<file path="src/rtl/pc_sequencer.sv">
// rtl/pc_sequencer.sv - fetch program counter with prioritised redirects and stall-deferred redirect latch
module pc_sequencer #(
  parameter int                ADDR_W    = 32,
  parameter int                STEP      = 4,
  parameter logic [ADDR_W-1:0] RESET_VEC = 32'h0000_0000,
  parameter logic [ADDR_W-1:0] EXC_VEC   = 32'h0000_0180,
  parameter int                OFF_W     = 16
) (
  input  logic              clk,
  input  logic              rst_n,
  input  logic              stall,
  input  logic              if_ready,
  output logic              if_valid,
  output logic [ADDR_W-1:0] pc,
  output logic [ADDR_W-1:0] pc_plus_step,
  input  logic [ADDR_W-1:0] redir_base,
  input  logic              br_taken,
  input  logic [OFF_W-1:0]  br_offset,
  input  logic              j_en,
  input  logic [25:0]       j_index,
  input  logic              jr_en,
  input  logic [ADDR_W-1:0] jr_target,
  input  logic              exc_en,
  output logic              redirect_pending
);

  typedef enum logic [1:0] {S_BOOT, S_RUN, S_PEND} state_t;

  state_t            state, state_nxt;
  logic [ADDR_W-1:0] pc_nxt;
  logic [ADDR_W-1:0] pend_target, pend_target_nxt;
  logic [1:0]        pend_prio, pend_prio_nxt;
  logic              redir;
  logic [1:0]        redir_prio;
  logic [ADDR_W-1:0] redir_target;
  logic [ADDR_W-1:0] br_target;
  logic [ADDR_W-1:0] j_target;
  logic              redir_wins;

  assign pc_plus_step = pc + ADDR_W'(STEP);
  assign br_target    = redir_base + {{(ADDR_W-OFF_W-2){br_offset[OFF_W-1]}}, br_offset, 2'b00};
  assign j_target     = {redir_base[ADDR_W-1:28], j_index, 2'b00};

  // Priority rank: exc=3, jr=2, j=1, br=0; compared against the held rank while pending.
  always_comb begin
    redir        = 1'b1;
    redir_prio   = 2'd0;
    redir_target = br_target;
    if (exc_en) begin
      redir_prio   = 2'd3;
      redir_target = EXC_VEC;
    end else if (jr_en) begin
      redir_prio   = 2'd2;
      redir_target = jr_target;
    end else if (j_en) begin
      redir_prio   = 2'd1;
      redir_target = j_target;
    end else if (!br_taken) begin
      redir = 1'b0;
    end
  end

  assign redir_wins = redir && (redir_prio >= pend_prio);

  always_comb begin
    state_nxt       = state;
    pc_nxt          = pc;
    pend_target_nxt = pend_target;
    pend_prio_nxt   = pend_prio;
    case (state)
      S_BOOT: state_nxt = S_RUN;
      S_RUN: begin
        if (redir && !stall) begin
          pc_nxt = redir_target;
        end else if (redir) begin
          pend_target_nxt = redir_target;
          pend_prio_nxt   = redir_prio;
          state_nxt       = S_PEND;
        end else if (!stall && if_ready) begin
          pc_nxt = pc_plus_step;
        end
      end
      S_PEND: begin
        if (stall) begin
          if (redir_wins) begin
            pend_target_nxt = redir_target;
            pend_prio_nxt   = redir_prio;
          end
        end else begin
          pc_nxt    = redir_wins ? redir_target : pend_target;
          state_nxt = S_RUN;
        end
      end
      default: state_nxt = S_BOOT;
    endcase
  end

  always_ff @(posedge clk or negedge rst_n) begin
    if (!rst_n) begin
      state       <= S_BOOT;
      pc          <= RESET_VEC;
      pend_target <= '0;
      pend_prio   <= 2'd0;
    end else begin
      state       <= state_nxt;
      pc          <= pc_nxt;
      pend_target <= pend_target_nxt;
      pend_prio   <= pend_prio_nxt;
    end
  end

  assign if_valid         = (state != S_BOOT);
  assign redirect_pending = (state == S_PEND);

endmodule

</file>
<file path="config.mk">
export PLATFORM = sky130hd
export DESIGN_NAME = pc_sequencer
export DESIGN_NICKNAME = d
export VERILOG_FILES = /design/src/rtl/pc_sequencer.sv
export SDC_FILE = /design/constraint.sdc
export NUM_CORES = 1
export LEC_CHECK = 0
export CAP_MARGIN = 10
export CORE_MARGIN = 2
export CORE_UTILIZATION = 53
export DETAILED_ROUTE_END_ITERATION = 16
export PLACE_DENSITY = 0.95
export SYNTH_ARGS = -nofsm -noshare
export SYNTH_HDL_FRONTEND = slang
export SYNTH_SLANG_ARGS = --single-unit
</file>
<file path="constraint.sdc">
create_clock -name clk -period 4.9 [get_ports clk]
set_input_delay 1.47 -clock clk [delete_from_list [all_inputs] [get_ports clk]]
set_output_delay 1.47 -clock clk [all_outputs]
set_load 0.005 [all_outputs]
</file>
==> key figures <==
Outcome
  • Status: finished clean

Pwr
  • Max IR drop VDD: 0.3216 mV
  • Pwr per Cell Area: 488.0 nW/µm²
  • P_sw: 0.001674 W
  • Total power: 0.004068 W
  • Clk pwr share: 16.4%
  • Leakage: 3.387 nW
  • Gate power share: 56.0%
  • Int Pwr: 0.002394 W
  • Sw Ratio: 41.15%
  • Flop pwr share: 27.7%

Synth
  • Top cells by count, synth: nand2_1, nor2_1, dfrtp_1
  • Most frequent cell after synthesis: nand2_1
  • Number of flops mapped to enable cells by yosys: 0
  • Synth Cell Area: 6088 µm²
  • Top cell type's share of synthesized area: 27.95%
  • Syn nets: 918
  • Synth unique cells: 73
  • Mapped Avg Cell Area: 7.928 µm²
  • Largest area contributor in the netlist: dfrtp_1
  • Register bit total from synthesis: 68
  • Synth async-reset ratio: 100.0%
  • Most used DFF post-synth: dfrtp_1
  • Warnings, synthesis: 0
  • Register area share after synthesis: 27.95%
  • Gate count after technology mapping: 768
  • Synth area leaders: dfrtp_1, ha_1, a21oi_1

Final layout
  • Ant diodes: 0
  • Share of layout cells above drive strength 1: 6.745%
  • FILL cells: 802
  • Layout net count: 1080
  • Multi-input logic area: 4103 µm²
  • Fin area: 8335 µm²
  • Area growth, synth to finish: 36.91%
  • Reg area: 1702 µm²

Placed design
  • GPL Wtd Cong: 0.9790
  • I/O Buffers: 179
  • DP Wirelength: 15.80 mm
  • Placed cell areas: 8026 µm²

Setup path
  • Critical R2R Launch: state[0]
  • Crit Path Class: reg2out
  • Critical-path cell list: and4_1, nand3_1, nor3_2, and2_1, nor2b_1, nand4_1, xnor2_1, clkdlybuf4s50_1
  • Largest fanout of any net on the critical path: 7
  • Worst EP arrival: 3.22 ns
  • Worst Reg2Reg Path Length in Cells: 7
  • Crit path required time: 3.43 ns
  • Worst path top cell family by delay: simple AND/OR/NAND/NOR gates
  • Worst path slowest cell: clkdlybuf4s50_1
  • Flop2flop setup slack: 2.06 ns
  • Slowest stage delay, CP: 0.56 ns
  • Critical Path Stages: 8
  • CP Buf/Inv Count: 1
  • Critical R2R Capture: pc[17]
  • Startpoint Class: flip-flop
  • Setup crit end kind: output port

Clock tree
  • TritonCTS clock tree: done
  • Latest clock arrival within the worst-skew pair: 0.34 ns
  • Max Buffers Root-to-Sink: 2
  • # clock sinks: 68
  • Post-CTS repair timing setup buffer count: 0
  • H-tree depth: 3
  • Number of buffers created by CTS: 9
  • # hold bufs at CTS: 0
  • Post-cts resize count: 0
  • Clock root buffer: clkbuf_16
  • Clock-pin transition on the worst setup and hold timing paths: 0.05 ns

STA
  • Worst Tran Pin Value: 1.113 ns
  • Fin crit share: 95.64%
  • Fin Clk Skew: 0.007287 ns
  • Setup TNS: 0 ns
  • Setup violators final: 0
  • F_max: 213.4 MHz
  • Min cycle time layout: 4.686 ns
  • Worst slew margin: 25.81%
  • Pins Over Slew Limit: 0
  • Fin. Hold Viols: 0
  • RSZ-0062 raised after global routing: false

GRT
  • GR Overflow Total: 0
  • Pin count of the biggest net entering global routing: 51
  • First-pass GRT wire length: 33.75 mm
  • Vias in the first global route: 6698
  • All-Layer GR Usage: 33.60%
  • Initial antenna violation count: 0

Route
  • Antenna violation net count after detailed routing: 0
  • Pre-antenna DRT Iters: 8
  • Vias: 7054
  • Mean routed wirelength per cell: 19.82 µm
  • Drt drc: 0
  • Vias per cell: 6.550
  • Initial DRC Count: 845
  • Drt total wl: 21.34 mm

Flow run
  • Max cap viols: 0

Floorplanning
  • Die Y: 111.2 µm
  • Die area: 12360 µm²
  • IO Count: 180
  • Die Wd: 111.2 µm
  • Core area: 11320 µm²
  • Num rows: 39
  • Starting Density: 53.78%

Hold path
  • Cell count of the worst hold path: 2
  • Hold path start: pend_target[31]
  • Hold path endpoint: pend_target[31]
  • Hold Crit Class: reg2reg
state kept, by name, summed over array words and instances, names as in the netlist:
| signal | flops |
|---|---|
| pc | 32 |
| state | 2 |
| pend_target | 32 |
| pend_prio | 2 |
how the worst max path moves through the flow:
stage,slack (ns),from,to
floorplan,0.86,redir_base[2],pend_target[30]
CTS,0.18,pc[9],pc_plus_step[28]
detailed placement,0.14,redir_base[2],pend_target[30]
global route,0.08,pc[9],pc_plus_step[28]
global placement,0.25,redir_base[2],pend_target[30]
finish,0.21,pc[9],pc_plus_step[28]
stage by stage:
| step | cells | setup slack (ns) | util (%) | hold WS, ns |
|---|---|---|---|---|
| 3_5_place_dp | 1062 | 0.1428 | 70.90 | 0.4677 |
| 5_1_grt | 1077 | 0.07503 | 73.63 | 0.5018 |
| 3_3_place_gp | 1062 | 0.2464 | 70.90 | 0.4587 |
| 2_1_floorplan | 768 | 0.8556 | - | 0.4421 |
| 6_report | 1077 | 0.2137 | 73.63 | 0.4884 |
| 4_1_cts | 1077 | 0.1815 | 73.59 | 0.4850 |
power groups by stage:
| stage | sequential, W | clock, W | combinational, W |
|---|---|---|---|
| after floorplan | 0.00104 | 0 | 0.00122 |
| after global routing | 0.00114 | 0.000684 | 0.00245 |
| after global placement | 0.00109 | 0 | 0.00213 |
| after detailed placement | 0.00111 | 0 | 0.00218 |
| final | 0.00113 | 0.000665 | 0.00228 |
| after CTS | 0.00111 | 0.000661 | 0.00224 |
worst reg2reg max path, cell delays in order (launching register included):
cell	delay, ns
dfrtp_1	0.41
inv_1	0.10
ha_1	0.47
nor2_1	0.32
o21a_1	0.71
buf_4	0.30
nand2_1	0.07
a221o_1	0.34
cells by family (layout without fill, tap and decap cells):
kind of cell / Yosys count / in the layout / share of synthesized area (%)
mux: 16 / 16 / 2.815
buf+inv: 74 / 240 / 4.850
xor+xnor: 52 / 52 / 7.481
fa+ha+maj: 36 / 36 / 7.522
simple gates: 256 / 256 / 19.65
flops: 68 / 68 / 27.95
compound gates: 266 / 266 / 29.74
layer usage:
| metal | up-vias | part of all wire, % | routed length, µm | GRT usage (%) |
|---|---|---|---|---|
| met5 | - | 0 | 0 | 0 |
| met3 | 92 | 11 | 2417 | 7.053 |
| met2 | 533 | 47 | 9961 | 55.16 |
| li1 | 3180 | - | - | - |
| met4 | 0 | 4.2 | 904 | 14.16 |
| met1 | 3249 | 38 | 8060 | 43.04 |
layout make-up:
cell class              instances  share of cell area [%]
repair buffers                204                   23.63
multi-input cells             626                   49.22
clock inverters                 1                  0.3603
well taps                     143                   2.147
flip-flops and latches         68                   20.41
inverters                      21                  0.9457
clock buffers                  14                   3.287
cell usage in the layout, fill, tap and decap left out, drive strengths merged, types with 4 or more instances in the layout:
| cell type | count |
|---|---|
| nor2 | 77 |
| a22oi | 7 |
| o211a | 4 |
| o22ai | 5 |
| o211ai | 13 |
| or3 | 4 |
| xor2 | 21 |
| o31ai | 9 |
| mux2i | 7 |
| nand4 | 15 |
| o21ai | 62 |
| dfrtp | 68 |
| or4 | 7 |
| clkbuf | 14 |
| nand2b | 12 |
| a21o | 10 |
| ha | 35 |
| a31oi | 4 |
| nand3 | 22 |
| o21a | 8 |
| nor3 | 13 |
| nand2 | 82 |
| xnor2 | 31 |
| buf | 27 |
| inv | 21 |
| nor2b | 8 |
| clkdlybuf4s50 | 177 |
| mux2 | 9 |
| a21oi | 65 |
| a211oi | 10 |
| a221oi | 21 |
| o41ai | 9 |
| o21bai | 10 |
(Power assumes the default switching activity.)
